<file path="src/rtl/conv_window_engine_if.sv">
// Strip-memory read port and result stream of conv_window_engine.
// master = engine side, slave = memory/consumer side.
interface conv_window_engine_if #(
    parameter int DATA_W = 9,
    parameter int OUT_W  = 9,
    parameter int ADDR_W = 16
);
    logic                     rd_en;
    logic [ADDR_W-1:0]        rd_addr;
    logic signed [DATA_W-1:0] rd_data;
    logic                     out_valid;
    logic                     out_ready;
    logic signed [OUT_W-1:0]  out_data;
    logic [ADDR_W-1:0]        out_idx;
    logic                     out_last;

    modport master (
        output rd_en, rd_addr, out_valid, out_data, out_idx, out_last,
        input  rd_data, out_ready
    );

    modport slave (
        input  rd_en, rd_addr, out_valid, out_data, out_idx, out_last,
        output rd_data, out_ready
    );
endinterface

</file>
<file path="src/rtl/conv_window_engine.sv">
// Sliding-window convolution over one feature-map strip with a loadable kernel.
// Optional feature macro: CONV_RELU_EN (clamp negative sums to zero before saturation).
module conv_window_engine #(
    parameter int DATA_W = 9,
    parameter int KSIZE  = 3,
    parameter int IMG_W  = 224,
    parameter int IMG_H  = 30,
    parameter int STRIDE = 1,
    parameter int ACC_W  = 32,
    parameter int OUT_W  = 9,
    parameter int ADDR_W = 16,
    parameter int RD_LAT = 1,
    localparam int KK     = KSIZE * KSIZE,
    localparam int KIDX_W = (KK > 1) ? $clog2(KK) : 1
) (
    input  logic                     clk,
    input  logic                     reset,
    input  logic                     start_i,
    input  logic [ADDR_W-1:0]        base_addr_i,
    input  logic                     k_we_i,
    input  logic [KIDX_W-1:0]        k_idx_i,
    input  logic signed [DATA_W-1:0] k_data_i,
    output logic                     busy_o,
    output logic                     done_o,
    conv_window_engine_if.master     bus
);
    localparam int OW = (IMG_W - KSIZE) / STRIDE + 1;
    localparam int OH = (IMG_H - KSIZE) / STRIDE + 1;
    localparam logic [ADDR_W-1:0] LAST_IDX = ADDR_W'(OW * OH - 1);
    localparam logic [ADDR_W-1:0] IMG_W_A  = ADDR_W'(IMG_W);
    localparam logic [ADDR_W-1:0] STRIDE_A = ADDR_W'(STRIDE);
    localparam logic [ADDR_W-1:0] KSIZE_A  = ADDR_W'(KSIZE);
    localparam logic [ADDR_W-1:0] KLAST_A  = ADDR_W'(KSIZE - 1);
    localparam logic [KIDX_W-1:0] KK_LAST  = KIDX_W'(KK - 1);
    localparam logic [KIDX_W:0]   KK_EXT   = (KIDX_W + 1)'(KK);
    localparam logic signed [ACC_W-1:0] SAT_MAX = ACC_W'((64'sd1 <<< (OUT_W - 1)) - 64'sd1);
    localparam logic signed [ACC_W-1:0] SAT_MIN = ACC_W'(-(64'sd1 <<< (OUT_W - 1)));

    typedef enum logic [2:0] {IDLE, FETCH, DRAIN, EMIT, DONE} state_t;

    state_t                   state_q, state_d;
    logic [ADDR_W-1:0]        base_q, base_d;
    logic [ADDR_W-1:0]        winX_q, winX_d, winY_q, winY_d;
    logic [ADDR_W-1:0]        outIdx_q, outIdx_d;
    logic [ADDR_W-1:0]        row_q, row_d, col_q, col_d;
    logic [KIDX_W-1:0]        issCnt_q, issCnt_d, retCnt_q, retCnt_d;
    logic signed [ACC_W-1:0]  acc_q, acc_d, accR;
    logic [RD_LAT-1:0]        retPipe_q;
    logic signed [DATA_W-1:0] kern_q [KK];
    logic signed [2*DATA_W-1:0] prod;
    logic signed [OUT_W-1:0]  sat;
    logic [ADDR_W-1:0]        rdAddr;
    logic rdEn, retVld, issLast, retLast, isLast, hs, kWrite;

    assign rdEn    = (state_q == FETCH);
    assign retVld  = retPipe_q[RD_LAT-1];
    assign issLast = (issCnt_q == KK_LAST);
    assign retLast = (retCnt_q == KK_LAST);
    assign isLast  = (outIdx_q == LAST_IDX);
    assign hs      = (state_q == EMIT) && bus.out_ready;
    assign kWrite  = (state_q == IDLE) && k_we_i && ({1'b0, k_idx_i} < KK_EXT);
    assign prod    = kern_q[retCnt_q] * bus.rd_data;
    assign rdAddr  = base_q + (winY_q + row_q) * IMG_W_A + winX_q + col_q;

    always_ff @(posedge clk or posedge reset) begin
        if (reset) state_q <= IDLE;
        else       state_q <= state_d;
    end

    // Returns arrive in issue order, so a plain counter tracks which coefficient they pair with.
    always_comb begin
        state_d = state_q;
        case (state_q)
            IDLE:    if (start_i) state_d = FETCH;
            FETCH:   if (issLast) state_d = DRAIN;
            DRAIN:   if (retVld && retLast) state_d = EMIT;
            EMIT:    if (hs) state_d = isLast ? DONE : FETCH;
            DONE:    state_d = IDLE;
            default: state_d = IDLE;
        endcase
    end

    always_comb begin
        bus.rd_en     = 1'b0;
        bus.rd_addr   = '0;
        bus.out_valid = 1'b0;
        bus.out_data  = '0;
        bus.out_last  = 1'b0;
        done_o        = 1'b0;
        busy_o        = (state_q != IDLE);
        case (state_q)
            FETCH: begin
                bus.rd_en   = 1'b1;
                bus.rd_addr = rdAddr;
            end
            EMIT: begin
                bus.out_valid = 1'b1;
                bus.out_data  = sat;
                bus.out_last  = isLast;
            end
            DONE:    done_o = 1'b1;
            default: ;
        endcase
    end

    assign bus.out_idx = outIdx_q;

    always_comb begin
        accR = acc_q;
`ifdef CONV_RELU_EN
        if (acc_q < 0) accR = '0;
`endif
        if (accR > SAT_MAX)      sat = SAT_MAX[OUT_W-1:0];
        else if (accR < SAT_MIN) sat = SAT_MIN[OUT_W-1:0];
        else                     sat = accR[OUT_W-1:0];
    end

    always_comb begin
        base_d   = base_q;
        winX_d   = winX_q;
        winY_d   = winY_q;
        outIdx_d = outIdx_q;
        row_d    = row_q;
        col_d    = col_q;
        issCnt_d = issCnt_q;
        retCnt_d = retCnt_q;
        acc_d    = acc_q;
        if (state_q == IDLE && start_i) begin
            base_d   = base_addr_i;
            winX_d   = '0;
            winY_d   = '0;
            outIdx_d = '0;
            row_d    = '0;
            col_d    = '0;
            issCnt_d = '0;
            retCnt_d = '0;
            acc_d    = '0;
        end
        if (state_q == FETCH) begin
            issCnt_d = issCnt_q + 1'b1;
            if (col_q == KLAST_A) begin
                col_d = '0;
                row_d = row_q + 1'b1;
            end else begin
                col_d = col_q + 1'b1;
            end
        end
        if (retVld) begin
            acc_d    = acc_q + ACC_W'(prod);
            retCnt_d = retCnt_q + 1'b1;
        end
        // Advance to the next window; wrap to the next row band when the window would overhang.
        if (hs && !isLast) begin
            acc_d    = '0;
            outIdx_d = outIdx_q + 1'b1;
            row_d    = '0;
            col_d    = '0;
            issCnt_d = '0;
            retCnt_d = '0;
            if (winX_q + STRIDE_A + KSIZE_A > IMG_W_A) begin
                winX_d = '0;
                winY_d = winY_q + STRIDE_A;
            end else begin
                winX_d = winX_q + STRIDE_A;
            end
        end
    end

    always_ff @(posedge clk or posedge reset) begin
        if (reset) begin
            base_q    <= '0;
            winX_q    <= '0;
            winY_q    <= '0;
            outIdx_q  <= '0;
            row_q     <= '0;
            col_q     <= '0;
            issCnt_q  <= '0;
            retCnt_q  <= '0;
            acc_q     <= '0;
            retPipe_q <= '0;
            for (int i = 0; i < KK; i++) kern_q[i] <= '0;
        end else begin
            base_q    <= base_d;
            winX_q    <= winX_d;
            winY_q    <= winY_d;
            outIdx_q  <= outIdx_d;
            row_q     <= row_d;
            col_q     <= col_d;
            issCnt_q  <= issCnt_d;
            retCnt_q  <= retCnt_d;
            acc_q     <= acc_d;
            retPipe_q <= (retPipe_q << 1) | RD_LAT'(rdEn);
            if (kWrite) kern_q[k_idx_i] <= k_data_i;
        end
    end
endmodule

</file>
<file path="src/flat_wrapper.sv">
// flat-port wrapper written by rule: the top's interface ports become plain ports
module conv_window_engine_flat 
#(
    parameter int DATA_W = 9,
    parameter int KSIZE  = 3,
    parameter int IMG_W  = 224,
    parameter int IMG_H  = 30,
    parameter int STRIDE = 1,
    parameter int ACC_W  = 32,
    parameter int OUT_W  = 9,
    parameter int ADDR_W = 16,
    parameter int RD_LAT = 1,
    localparam int KK     = KSIZE * KSIZE,
    localparam int KIDX_W = (KK > 1) ? $clog2(KK) : 1
)
  (clk, reset, start_i, base_addr_i, k_we_i, k_idx_i, k_data_i, busy_o, done_o, bus_rd_en, bus_rd_addr, bus_out_valid, bus_out_data, bus_out_idx, bus_out_last, bus_rd_data, bus_out_ready);
  conv_window_engine_if #(.DATA_W(DATA_W), .OUT_W(OUT_W), .ADDR_W(ADDR_W)) bus_i ();
  input  logic clk;
  input  logic reset;
  input  logic start_i;
  input  logic [ADDR_W-1:0] base_addr_i;
  input  logic k_we_i;
  input  logic [KIDX_W-1:0] k_idx_i;
  input  logic signed [DATA_W-1:0] k_data_i;
  output logic busy_o;
  output logic done_o;
  output wire logic [$bits(bus_i.rd_en)-1:0] bus_rd_en;
  output wire logic [$bits(bus_i.rd_addr)-1:0] bus_rd_addr;
  output wire logic [$bits(bus_i.out_valid)-1:0] bus_out_valid;
  output wire logic [$bits(bus_i.out_data)-1:0] bus_out_data;
  output wire logic [$bits(bus_i.out_idx)-1:0] bus_out_idx;
  output wire logic [$bits(bus_i.out_last)-1:0] bus_out_last;
  input wire logic [$bits(bus_i.rd_data)-1:0] bus_rd_data;
  input wire logic [$bits(bus_i.out_ready)-1:0] bus_out_ready;
  assign bus_rd_en = bus_i.rd_en;
  assign bus_rd_addr = bus_i.rd_addr;
  assign bus_out_valid = bus_i.out_valid;
  assign bus_out_data = bus_i.out_data;
  assign bus_out_idx = bus_i.out_idx;
  assign bus_out_last = bus_i.out_last;
  assign bus_i.rd_data = bus_rd_data;
  assign bus_i.out_ready = bus_out_ready;
  conv_window_engine #(.DATA_W(DATA_W), .KSIZE(KSIZE), .IMG_W(IMG_W), .IMG_H(IMG_H), .STRIDE(STRIDE), .ACC_W(ACC_W), .OUT_W(OUT_W), .ADDR_W(ADDR_W), .RD_LAT(RD_LAT)) u_core (.clk(clk), .reset(reset), .start_i(start_i), .base_addr_i(base_addr_i), .k_we_i(k_we_i), .k_idx_i(k_idx_i), .k_data_i(k_data_i), .busy_o(busy_o), .done_o(done_o), .bus(bus_i));
endmodule
</file>
<file path="config.mk">
export PLATFORM = sky130hd
export DESIGN_NAME = conv_window_engine_flat
export DESIGN_NICKNAME = d
export VERILOG_FILES = /design/src/rtl/conv_window_engine_if.sv /design/src/rtl/conv_window_engine.sv /design/src/flat_wrapper.sv
export SDC_FILE = /design/constraint.sdc
export NUM_CORES = 1
export LEC_CHECK = 0
export ABC_AREA = 1
export CORE_MARGIN = 1
export CORE_UTILIZATION = 50
export CTS_CLUSTER_SIZE = 20
export DETAILED_ROUTE_END_ITERATION = 12
export DONT_BUFFER_PORTS = 1
export PLACE_DENSITY = 0.68
export SLEW_MARGIN = 10
export SYNTH_ARGS = -nofsm -noshare
export SYNTH_HDL_FRONTEND = slang
export SYNTH_SLANG_ARGS = --single-unit
</file>
<file path="constraint.sdc">
create_clock -name clk -period 6.5 [get_ports clk]
set_input_delay 0.975 -clock clk [delete_from_list [all_inputs] [get_ports clk]]
set_output_delay 0.975 -clock clk [all_outputs]
set_load 0.02 [all_outputs]
</file>
==> results.txt <==
The worst setup path is captured at a primary output. The HPWL after detailed placement came out at 36.9 mm. The total routing usage reported by global routing came out at 0.261. The origin of the critical flop-to-flop path is u_core.retCnt_q[0].

The tool flagged a number of max-cap violations equal to 0. The synthesis-stage register bit count is ~210. Of the available clock period, the critical path in the final layout requires 1.07. The slew of the pin with the lowest slew margin is 1.12 ns. The number of hold violations in the final report was 0. The checks that failed: setup timing. The die area came out at 0.0384 sq mm. The tree is rooted in a clkbuf_16. The floorplan has 70 rows. The pre-CTS setup slack is -0.0447 ns. The boundary pin count came out at 89. The clock insertion delay at the later pin of the skew report is ~0.57 ns. Counting flops with an async set or reset pin after synthesis yields a share of 1.00.

The count of unresolved DRC violations after routing is 0. The flow ran to the end, but the final reports show violations. In this run the cell area of the synthesized design comes to 0.0188 sq mm. The number of design-rule violations left by the first detailed-router iteration is 1269. The first global-routing pass estimated 81.2 mm of wire.

The starting density of the core came out at 0.511. The critical-path maximum fanout came out at 4. The die height is 196 um. The average instance area after synthesis came out at a little under 8 sq um.

The top-area cell type share of the netlist area is 0.281. The count of pins over their slew limit came out at 0. Clock tree synthesis found a total of 211 sinks.

The count of unique library cells instantiated by Yosys is 54. Sorting the synthesized cells by area gives the leading types as dfrtp_1, fa_1, nand2_1, inv_1, ha_1. The via-per-instance ratio is 5.50. The largest individual stage delay along the critical path comes from the cell fa_1. The final layout contains routed wiring with a total length of a little under 50 mm. In this run the worst hold path is classified as in2async. The fraction of layout instances using a drive strength above 1 is 0.153.

The final worst clock skew came out at 0.0312 ns. The post-synthesis cell count came out at 2419. Clock tree synthesis inserted a total of 26 buffers. The most used flip-flop cell after synthesis is dfrtp_1. Headroom to the max-slew limit came out at 0.248.

Setup repair after global routing could not meet its margin everywhere. The number of antenna violations at the first check in global routing was 1. The final critical path time including I/O delays and setup is a little under 7 ns. The number of global-route vias before repair is 16.6k. The number of warnings reported in the yosys synthesis log is 0. Summed over all layers, the global routing overflow is 0. In this run the remaining antenna-violating nets after routing total 0.

STA classifies the critical path startpoint as a flop. The number of enable-type register cells in the synthesized netlist came out at 0. In this run the standard cell core region covers 0.0368 sq mm. The iteration count of the initial detailed-routing pass came out at 5. The fraction of the yosys area taken by sequential cells came out at 0.281.

The global placer's final weighted congestion came out at 0.945. After clock tree synthesis, the clock-pin slew on the worst setup and hold paths is 0.06 ns. The maximum cell stage delay along the critical path came out at between 0.5 and 0.6 ns. Setup violations remaining at the end of the flow were counted as 5. The critical path starts at u_core.row_q[0]. The final design utilization came out at 0.592. In this run the deepest clock path goes through 3 buffers.

The final sum of negative setup slack came out at -1.52 ns. The pin count of the biggest net entering global routing came out at roughly 180. Dividing the detail-routed wire length by the instance count gives roughly 16 um. In the post-route analysis, the smallest setup slack over all paths is -0.442 ns. The number of nets in the final layout came out at between 2k and 3k. Static timing analysis puts the maximum clock frequency at 0.144 GHz.

Detailed routing inserted a total of ~17k vias. 0 antenna diodes ended up in the layout. The number of nets in the synthesized netlist came out at ~2.7k. The width of the die is 196 um. TritonCTS built the clock tree. The worst setup path is of the reg2out kind.

From synthesis to final layout, the design area changed by 15.9%. The internal reg-to-reg setup slack came out at 0.22 ns. The largest total area in the synthesized netlist belongs to dfrtp_1. The hold buffer count at cts came out at 0.

The arrival time at the worst endpoint is about 6.0 ns. The CTS H-tree depth is 1. The required time of the critical path is 5.52 ns.

The count of buffers added on input and output ports is 0.
## logic make-up (layout without fill, tap and decap cells)
logic type,Yosys count,in the layout,share of synthesized area
XOR/XNOR,58,58,0.0274
adder cells (fa/ha/maj),274,274,0.242
AND/OR/NAND/NOR,912,912,0.208
AO/OA/AOI/OAI,415,415,0.128
flip-flops,211,211,0.281
buffers and inverters,544,674,0.111
multiplexers,5,5,0.00266
## flip-flops by register name, summed over array words and instances, names as in the netlist, 3 cells and up
| name | flops |
|---|---|
| u_core.state_q | 3 |
| u_core.base_q | 16 |
| u_core.row_q | 11 |
| u_core.kern_q | 81 |
| u_core.issCnt_q | 4 |
| u_core.bus.out_idx | 16 |
| u_core.winY_q | 11 |
| u_core.retCnt_q | 4 |
| u_core.accR | 32 |
| u_core.col_q | 16 |
| u_core.winX_q | 16 |
## through the flow
step           cells  area, sq um  hold WS, ns
4_1_cts         3001        21100        0.445
5_1_grt         3017        21800        0.482
3_3_place_gp    2947        20000        0.462
3_5_place_dp    2947        20000        0.469
2_1_floorplan   2419        18800        0.448
6_report        3017        21800        0.433
## cells in the final DEF, fill, tap and decap left out, types with 31 or more instances in the layout
| master | count |
|---|---|
| nor2_1 | 165 |
| nand3_1 | 90 |
| inv_1 | 466 |
| o21ai_0 | 194 |
| xor2_1 | 31 |
| a21oi_1 | 69 |
| nand2_1 | 487 |
| dfrtp_1 | 209 |
| buf_4 | 122 |
| nand2_2 | 32 |
| fa_1 | 143 |
| ha_1 | 103 |
## layout make-up
type | instances | area [sq um]
clock buffers | 36 | 728
multi-input cells | 1664 | 12100
fillers | 3241 | 15000
well taps | 468 | 586
repair buffers | 136 | 1100
clock inverters | 11 | 108
flip-flops and latches | 211 | 5280
inverters | 491 | 1860
## repair_timing
item	in CTS	in global routing
buffers inserted	7	16
resized for setup	37	154
endpoints found under the setup margin	11	27
endpoints found under the hold margin	0	0
gates cloned	0	0
pin swaps	19	55
## synth_stat cells (3+ instances only)
cell      number
xor2_1        35
o221ai_1      16
inv_2          8
mux2i_1        5
o21ai_1        8
a221oi_1       4
nand4_1       28
fa_1         150
nor3_1        31
buf_1          7
nor2_1       185
a21oi_1       90
clkbuf_1      37
nand2_4        5
dfrtp_1      211
a211oi_1       3
nor2_2        11
o22ai_1       27
a21o_1         3
nand3_1       96
nand2_2       18
o21bai_1       6
o32ai_1        3
o21ai_0      214
or2_2          3
o211ai_1       7
inv_1        481
buf_2          5
xnor2_1       22
a22o_1         3
nand3b_1       3
nand2_1      502
ha_1         124
nor4_1        16
nor2_4         6
nor3_2         3
o22ai_2       15
o31ai_1        5
## metal layers
layer  global-route usage  vias to the layer above  share of wire
li1                     -                     7901              -
met4               0.0851                        2          0.032
met3               0.0361                      113          0.055
met2                0.444                      481           0.48
met1                0.345                     8097           0.43
met5                    0                        -        0.00026
## worst max-delay path: cells and delay by family (launching register included)
family / cells / cell delay (ns)
XOR/XNOR: 2 / 0.30
flip-flops: 1 / 0.36
AND/OR/NAND/NOR: 11 / 1.05
buffers and inverters: 4 / 0.33
AO/OA/AOI/OAI: 4 / 0.68
adder cells (fa/ha/maj): 7 / 2.67
## final timing paths
path | endpoint | cells after the start
min in group clk | u_core.kern_q[29] | 2
min reg2reg | u_core.kern_q[29] | 2
max in group asynchronous | u_core.retCnt_q[2] | 2
min | u_core.bus.out_idx[2] | 1
max reg2reg | u_core.accR[20] | 27
max | bus_rd_addr[15] | 28
Power is not shown: default switching activity piles up to over one toggle a cycle in this logic, so the estimate is an artifact.
